[src/rtl/sram_pkg.sv]
// Shared constants and state encoding for the byte-lane SRAM preload/readback paths.
package sram_pkg;

    localparam int unsigned LANES  = 4;
    localparam int unsigned ADDR_W = 9;
    localparam int unsigned DEPTH  = 512;
    localparam int unsigned BYTE_W = 8;

    // Bank port values that leave an SRAM bank untouched
    localparam logic              BANK_CEN_IDLE  = 1'b1;
    localparam logic              BANK_GWEN_IDLE = 1'b1;
    localparam logic [BYTE_W-1:0] BANK_WEN_IDLE  = 8'hFF;

    typedef enum logic [2:0] {
        IDLE,
        RD,
        CAP,
        TX,
        FIN
    } dump_state_t;

endpackage

[src/rtl/word_serializer.sv]
// Emits a loaded word as LANES bytes, LSB first, over a valid/ready handshake.
module word_serializer #(
    parameter int unsigned LANES = sram_pkg::LANES
) (
    input  logic                   clk,
    input  logic                   rst,
    input  logic                   load,
    input  logic [8*LANES-1:0]     word,
    input  logic                   out_ready,
    output logic                   out_valid,
    output logic [7:0]             out_data,
    output logic                   last_c
);
    import sram_pkg::*;

    localparam int unsigned WORD_W = 8 * LANES;
    localparam int unsigned LANE_W = (LANES > 1) ? $clog2(LANES) : 1;

    logic [WORD_W-1:0] word_q, word_d;
    logic [LANE_W-1:0] lane_q, lane_d;
    logic              valid_q, valid_d;
    logic [BYTE_W-1:0] data_q, data_d;

    // Byte data is re-registered on each advance so it stays stable while stalled
    always_comb begin
        word_d  = word_q;
        lane_d  = lane_q;
        valid_d = valid_q;
        data_d  = data_q;
        if (load) begin
            word_d  = word;
            lane_d  = '0;
            valid_d = 1'b1;
            data_d  = word[BYTE_W-1:0];
        end else if (valid_q && out_ready) begin
            if (lane_q == LANE_W'(LANES - 1)) begin
                valid_d = 1'b0;
            end else begin
                lane_d = lane_q + LANE_W'(1);
                data_d = BYTE_W'(word_q >> (BYTE_W * lane_d));
            end
        end
    end

    always_ff @(posedge clk) begin
        if (rst) begin
            word_q  <= '0;
            lane_q  <= '0;
            valid_q <= 1'b0;
            data_q  <= '0;
        end else begin
            word_q  <= word_d;
            lane_q  <= lane_d;
            valid_q <= valid_d;
            data_q  <= data_d;
        end
    end

    assign out_valid = valid_q;
    assign out_data  = data_q;
    assign last_c    = valid_q && (lane_q == LANE_W'(LANES - 1));

endmodule

[src/rtl/sram_dumper.sv]
// Reads a word range from the byte-lane SRAM banks and streams it out little-endian.
module sram_dumper #(
    parameter int unsigned ADDR_W = sram_pkg::ADDR_W,
    parameter int unsigned DEPTH  = sram_pkg::DEPTH,
    parameter int unsigned LANES  = sram_pkg::LANES
) (
    input  logic                     clk,
    input  logic                     rst,
    input  logic                     start,
    input  logic [ADDR_W-1:0]        start_addr,
    input  logic [ADDR_W:0]          word_count,
    output logic [LANES-1:0]         CEN,
    output logic [LANES-1:0]         GWEN,
    output logic [8*LANES-1:0]       WEN,
    output logic [ADDR_W*LANES-1:0]  A,
    output logic [8*LANES-1:0]       D,
    input  logic [8*LANES-1:0]       Q,
    output logic                     out_valid,
    output logic [7:0]               out_data,
    input  logic                     out_ready,
    output logic                     busy,
    output logic                     done
);
    import sram_pkg::*;

    localparam int unsigned CNT_W = ADDR_W + 1;

    dump_state_t              state_q, state_d;
    logic [ADDR_W-1:0]        addr_q, addr_d;
    logic [CNT_W-1:0]         remaining_q, remaining_d;
    logic [LANES-1:0]         cen_q, cen_d;
    logic [ADDR_W*LANES-1:0]  a_q, a_d;
    logic                     busy_q, busy_d;
    logic                     done_q, done_d;

    logic                     ser_load_c;
    logic                     ser_last_c;
    logic [CNT_W-1:0]         count_clamped_c;
    logic [ADDR_W-1:0]        addr_inc_c;

    assign count_clamped_c = (word_count > CNT_W'(DEPTH)) ? CNT_W'(DEPTH) : word_count;
    assign addr_inc_c      = (addr_q == ADDR_W'(DEPTH - 1)) ? '0 : addr_q + ADDR_W'(1);

    always_comb begin
        state_d     = state_q;
        addr_d      = addr_q;
        remaining_d = remaining_q;
        ser_load_c  = 1'b0;

        case (state_q)
            IDLE: begin
                if (start) begin
                    addr_d      = start_addr;
                    remaining_d = count_clamped_c;
                    state_d     = (count_clamped_c == '0) ? FIN : RD;
                end
            end
            RD:  state_d = CAP;
            CAP: begin
                ser_load_c = 1'b1;
                state_d    = TX;
            end
            TX: begin
                // Word boundary: advance the address when the last byte is taken
                if (ser_last_c && out_ready) begin
                    addr_d      = addr_inc_c;
                    remaining_d = remaining_q - CNT_W'(1);
                    state_d     = (remaining_q == CNT_W'(1)) ? FIN : RD;
                end
            end
            FIN:     state_d = IDLE;
            default: state_d = IDLE;
        endcase

        // Bank and status outputs are registered against the upcoming state
        cen_d  = (state_d == RD) ? {LANES{~BANK_CEN_IDLE}} : {LANES{BANK_CEN_IDLE}};
        a_d    = (state_d == RD) ? {LANES{addr_d}} : '0;
        busy_d = (state_d != IDLE);
        done_d = (state_d == FIN);
    end

    always_ff @(posedge clk) begin
        if (rst) begin
            state_q     <= IDLE;
            addr_q      <= '0;
            remaining_q <= '0;
            cen_q       <= {LANES{BANK_CEN_IDLE}};
            a_q         <= '0;
            busy_q      <= 1'b0;
            done_q      <= 1'b0;
        end else begin
            state_q     <= state_d;
            addr_q      <= addr_d;
            remaining_q <= remaining_d;
            cen_q       <= cen_d;
            a_q         <= a_d;
            busy_q      <= busy_d;
            done_q      <= done_d;
        end
    end

    word_serializer #(
        .LANES (LANES)
    ) u_ser (
        .clk       (clk),
        .rst       (rst),
        .load      (ser_load_c),
        .word      (Q),
        .out_ready (out_ready),
        .out_valid (out_valid),
        .out_data  (out_data),
        .last_c    (ser_last_c)
    );

    assign CEN  = cen_q;
    assign A    = a_q;
    assign GWEN = {LANES{BANK_GWEN_IDLE}};
    assign WEN  = {LANES{BANK_WEN_IDLE}};
    assign D    = '0;
    assign busy = busy_q;
    assign done = done_q;

endmodule
[config.mk]
export PLATFORM = sky130hd
export DESIGN_NAME = sram_dumper
export DESIGN_NICKNAME = d
export VERILOG_FILES = /design/src/rtl/sram_pkg.sv /design/src/rtl/word_serializer.sv /design/src/rtl/sram_dumper.sv
export SDC_FILE = /design/constraint.sdc
export NUM_CORES = 1
export LEC_CHECK = 0
export CORE_MARGIN = 1.5
export CORE_UTILIZATION = 43
export DETAILED_ROUTE_END_ITERATION = 8
export PLACE_DENSITY_LB_ADDON = 0.08
export SETUP_SLACK_MARGIN = 0.3
export SYNTH_ARGS = -nofsm -noshare
export SYNTH_HDL_FRONTEND = slang
export SYNTH_SLANG_ARGS = --single-unit
[constraint.sdc]
create_clock -name clk -period 2.1 [get_ports clk]
set_input_delay 0.63 -clock clk [delete_from_list [all_inputs] [get_ports clk]]
set_output_delay 0.63 -clock clk [all_outputs]
set_load 0.02 [all_outputs]
==> flow_summary.toml, run 1 <==
[outcome]
status = "completed"

[routing]
drtIter0Drc = 103
wire_per_inst_um = 13.7
drc = 0
routed-via-count = 3615
ant_nets = 0
viasPerCell = 4.89
wirelength_mm = 10.1
firstDrtPassIters = 4

[clock_network]
clk_pin_slew_worst_paths_ns = 0.08
insertion_delay_ns = 0.35
htree_levels = 3
cts_sinks = 77
cts_tree = "yes"
cts_max_path_buffers = 2
numCtsBuffers = 9
cts_root_buf = "clkbuf_8"
cts_hold_buffers = 0

[sta]
rsz0062_at_grt = "yes"
setup_viol = 0
period_minus_slack_ns = 1.81
fin_skew_ns = 0.0203
hold_violations = 0
setup_tns_ns = 0
min_period_over_period_pct = 86.3
timing.hold.ws_ns = 0.459
fmax_ghz = 0.552
setup_ws_ns = 0.288
drv_slew = 0

[synthesis]
avgSynthCellArea_um2 = 8.36
synth_top_cell_by_area = "dfxtp_1"
yosys_warnings = 0
synth-edff-count = 0
synth_seq_cells = 77
synth.area.top_cells = "dfxtp_1, buf_4, nand2_1"
yosysUniqueCellTypes = 51
syn-cell-area_mm2 = 0.00420
ys_seq_area_share_pct = 36.7
ys.flop_type = "dfxtp_1"
ys_async_sr_fraction_pct = 0
synth_cells = 502
yosysTopAreaCellShare_pct = 36.7

[cells_and_area]
multi_input_area_mm2 = 0.00230
layout_common_cells = "nand2_1, conb_1, dfxtp_1"
layout_commonest_cell = "nand2_1"
fin_area_mm2 = 0.00563
diodes = 0
syn_to_final_growth_pct = 34.1
drive_above_1_share_pct = 23.6
nNetsFinal = 666
regArea_mm2 = 0.00157
postLayoutCoreUtil_pct = 60.3
stdcell_count = 740
n_fill_cell = 861

[setup_path]
worstSetupPathType = "flip-flop to flip-flop"
cp_slowest_stage_delay_ns = 0.58
cp.arrival_ns = 2.04
crit_path_cell_trace = "or4_4 > nand4bb_1 > a22oi_2 > nand4b_4 > nor2_1"
start_kind = "flip-flop"
cp_max_fo = 5
required_ns = 2.33
cpMaxStageDelayCell = "or4_4"
cp-end-kind = "flip-flop"

[placement]
dpl.hpwl_mm = 6.77
placed_cells = 712
dpl_cell_area_mm2 = 0.00509
dpl_worst_slack_ns = -0.267
port_buffers = 105
finalWeightedCongestion = 0.905

[global_routing]
antenna_found_initial = 0
grt_max_degree = 42
overflow = 0
grt_util_all_layers_pct = 18.9
grt_pass1_vias = 3270
grt_pass1_wl_mm = 15.5

[floorplanning]
core_area_mm2 = 0.00933
die-width_um = 102
initial_core_util_pct = 45.0
rows = 35
num_io_pins = 174
die-area_mm2 = 0.0104
fp.dieH_um = 102

[run]
maxCapViolations = 0

[power]
power_density_mw_per_mm2 = 653
p_leak_nw = 2.42
ir_worst_vdd_mv = 0.268
total_power_mw = 3.67

[min_path]
hold_class = "flip-flop to flip-flop"
==> synthesized netlist by cell type, drive strengths merged, types with 3 or more instances <==
| master | instances |
|---|---|
| clkbuf | 16 |
| dfxtp | 77 |
| nor2 | 32 |
| buf | 110 |
| nor3 | 14 |
| a221oi | 7 |
| or3 | 3 |
| nor4b | 4 |
| ha | 5 |
| o21ai | 14 |
| a31oi | 4 |
| nand3 | 7 |
| a21oi | 55 |
| and3 | 3 |
| nand2 | 86 |
| a211oi | 3 |
| mux2 | 8 |
| nor4 | 7 |
| inv | 4 |
| or2 | 3 |
| mux4 | 8 |
==> layer usage <==
metal  GRT usage, %  part of all wire [%]  up-vias
li1               -                     -     1769
met1           24.8                    45     1690
met2           31.8                    48      148
met3           3.04                   6.2        8
met4           6.20                  0.75        0
met5              0                     0        -
==> what timing repair did <==
item / 4_1_cts / 5_1_grt
endpoints found under the setup margin: 84 / 38
pin swaps: 5 / 26
gates cloned: 2 / 1
resized for setup: 80 / 56
buffers inserted: 2 / 7
==> worst max-delay path: cells and delay by family, from the launching register on <==
family,cells,cell delay (ns)
simple gates,4,1.10
flops,1,0.34
compound gates,1,0.26
==> final cells by class <==
class | count | area share, %
clock inverters | 5 | 1.07
inverters | 4 | 0.267
clock buffers | 11 | 2.34
multi-input cells | 363 | 40.9
well taps | 129 | 2.87
repair buffers | 151 | 24.7
flip-flops and latches | 77 | 27.8
==> sequential cells by signal (all words and copies together) (netlist names) <==
register,flops
u_ser.lane_q,2
busy,1
CEN,1
u_ser.out_valid,1
remaining_q,10
done,1
state_q,3
u_ser.out_data,8
u_ser.word_q,32
addr_q,9
A,9
==> kinds of logic (layout without fill, tap and decap cells) <==
group / count (synthesis) / in the layout / share of synthesized area (%)
other cells: 2 / 68 / 0.179
fa+ha+maj: 5 / 5 / 1.49
buf+inv: 130 / 171 / 21.1
xor+xnor: 3 / 3 / 0.626
flops: 77 / 77 / 36.7
simple gates: 174 / 175 / 19.9
compound gates: 94 / 95 / 13.4
mux: 17 / 17 / 6.68
==> where the power goes <==
| part | total, mW | switching [mW] | internal [mW] |
|---|---|---|---|
| combinational | 0.916 | 0.511 | 0.405 |
| clock | 1.12 | 0.568 | 0.555 |
| sequential | 1.63 | 0.0791 | 1.55 |
| total | 3.67 | 1.16 | 2.51 |
==> worst paths after layout <==
kind / start / end / slack, ns / cells past startpoint
min reg2reg: u_ser.word_q[29]$_SDFFE_PP0P_ / u_ser.word_q[29]$_SDFFE_PP0P_ / 0.46 / 2
max reg2reg: remaining_q[5]$_SDFFE_PP0P_ / A[30]$_SDFF_PP0_ / 0.29 / 5
max: remaining_q[5]$_SDFFE_PP0P_ / A[30]$_SDFF_PP0_ / 0.29 / 5
min: u_ser.word_q[29]$_SDFFE_PP0P_ / u_ser.word_q[29]$_SDFFE_PP0P_ / 0.46 / 2
(Power assumes the default switching activity.)
==> inputs of run 2 (changes only) <==
Settings changed: GPL_ROUTABILITY_DRIVEN set to 0, SLEW_MARGIN set to 20.
==> results of run 2 <==
No change in the layout: final DEF, timing and power equal those of run 1.
==> inputs of run 3 (changes only) <==
==> constraint.sdc (replaced) <==
create_clock -name clk -period 2.1 [get_ports clk]
set_input_delay 0.63 -clock clk [delete_from_list [all_inputs] [get_ports clk]]
set_output_delay 0.63 -clock clk [all_outputs]
set_load 0.005 [all_outputs]
==> flow_summary.toml, run 3 (synthesized netlist as in run 1, its figures left out) <==
[clock_network]
cts_sinks = 77
cts_max_path_buffers = 2
insertion_delay_ns = 0.35
htree_levels = 3
clk_pin_slew_worst_paths_ns = 0.08
numCtsBuffers = 9
cts_root_buf = "clkbuf_8"
cts_hold_buffers = 0
cts_tree = "yes"

[routing]
viasPerCell = 4.87
wirelength_mm = 10.1
drc = 0
wire_per_inst_um = 13.5
routed-via-count = 3626
drtIter0Drc = 104
ant_nets = 0
firstDrtPassIters = 4

[cells_and_area]
layout_commonest_cell = "nand2_1"
drive_above_1_share_pct = 25.6
largest_reg_flops = 32
fin_area_mm2 = 0.00566
largestRegisters = "u_ser.word_q: 32 flops, remaining_q: 10 flops"
nNetsFinal = 671
largest-register = "u_ser.word_q"
diodes = 0
layout_common_cells = "nand2_1, conb_1, dlygate4sd2_1"
syn_to_final_growth_pct = 35.0

[setup_path]
cp-end-kind = "flip-flop"
rr_startpoint = "remaining_q[5]$_SDFFE_PP0P_"
cp.arrival_ns = 2.03
worstSetupPathType = "flip-flop to flip-flop"
r2r_cells = 5
required_ns = 2.33
r2r_end = "A[31]$_SDFF_PP0_"
r2r_slack_ns = 0.30
cp_max_fo = 5
start_kind = "flip-flop"

[sta]
rsz0062_at_grt = "yes"
setup_tns_ns = 0
fin_skew_ns = 0.0161
period_minus_slack_ns = 1.80
setup_ws_ns = 0.296
hold_violations = 0
min_period_over_period_pct = 85.9
fmax_ghz = 0.554
drv_slew = 0
setup_viol = 0

[global_routing]
antenna_found_initial = 0
grt_pass1_wl_mm = 15.6
overflow = 0
grt_util_all_layers_pct = 19.1
grt_pass1_vias = 3320
grt_max_degree = 42

[placement]
dpl_cell_area_mm2 = 0.00509
dpl_worst_slack_ns = -0.267
port_buffers = 105
dpl.hpwl_mm = 6.77

[min_path]
hold_class = "flip-flop to flip-flop"
min_to = "u_ser.word_q[29]$_SDFFE_PP0P_"
hold_depth = 2
min_from = "u_ser.word_q[29]$_SDFFE_PP0P_"

[floorplanning]
initial_core_util_pct = 45.0
die-area_mm2 = 0.0104
num_io_pins = 174
rows = 35
fp.dieH_um = 102
die-width_um = 102
core_area_mm2 = 0.00933

[power]
ir_worst_vdd_mv = 0.266
p_leak_nw = 2.46
power_density_mw_per_mm2 = 624

[outcome]
status = "completed"

[run]
maxCapViolations = 0
run 3: changes by cell type in the layout (fill, tap and decap cells not counted), sizes merged:
cell  previous run  this run
buf             47        52
run 3: where the power goes:
group	switching (mW)	internal, mW	total (mW)
Clock	0.565	0.555	1.12
Combinational	0.374	0.408	0.783
Sequential	0.0770	1.56	1.63
Total	1.02	2.52	3.54
run 3: timing repair:
item                                   4_1_cts  5_1_grt
endpoints found under the hold margin        0        0
cloned                                       2        1
resized for setup                           96       49
setup buffers                                9        5
setup endpoints to repair                   84       32
pin swaps                                    9       26
run 3: metrics by stage:
step                      hold slack [ns]  util, %  power, mW  std cells
after CTS                           0.459     58.3       3.50        739
after floorplan                     0.433        -       2.15        568
after global routing                0.478     60.7       3.71        745
after global placement              0.439     54.6       2.36        712
after detailed placement            0.447     54.6       2.37        712
final                               0.459     60.7       3.54        745
run 3: layout make-up:
| type | count | area, µm² |
|---|---|---|
| clock buffer | 11 | 131 |
| clock inverter | 5 | 60.1 |
| fill | 844 | 3660 |
| inverter | 4 | 15.0 |
| multi-input combinational | 363 | 2280 |
| sequential | 77 | 1590 |
| tap | 129 | 161 |
| timing repair buffer | 156 | 1430 |
run 3: per-layer routing:
layer | vias up | global-route usage (%) | share of wire [%]
met4 | 0 | 6.09 | 0.61
met5 | - | 0 | 0
met1 | 1696 | 24.8 | 44
li1 | 1779 | - | -
met2 | 144 | 32.4 | 49
met3 | 7 | 2.97 | 6.3
run 3: worst max-delay path, cell delays in order (launching register included):
cell and delay, ns:
dfxtp_2 0.34, or4_4 0.57, nand4bb_1 0.22, a22oi_2 0.25, nand4b_4 0.23, nor2_1 0.06
run 3: worst max-delay path by stage:
stage	startpoint	endpoint	slack [ns]	cells past startpoint
after global routing	addr_q[0]$_SDFF_PP0_	addr_q[7]$_SDFF_PP0_	0.22	8
after global placement	out_ready	busy$_SDFF_PP0_	-0.24	5
after floorplan	u_ser.lane_q[0]$_SDFFE_PP0P_	u_ser.out_data[3]$_SDFFE_PP0P_	0.30	6
after detailed placement	out_ready	busy$_SDFF_PP0_	-0.27	5
after CTS	A[32]$_SDFF_PP0_	A[23]	0.30	1
final	remaining_q[5]$_SDFFE_PP0P_	A[31]$_SDFF_PP0_	0.30	5
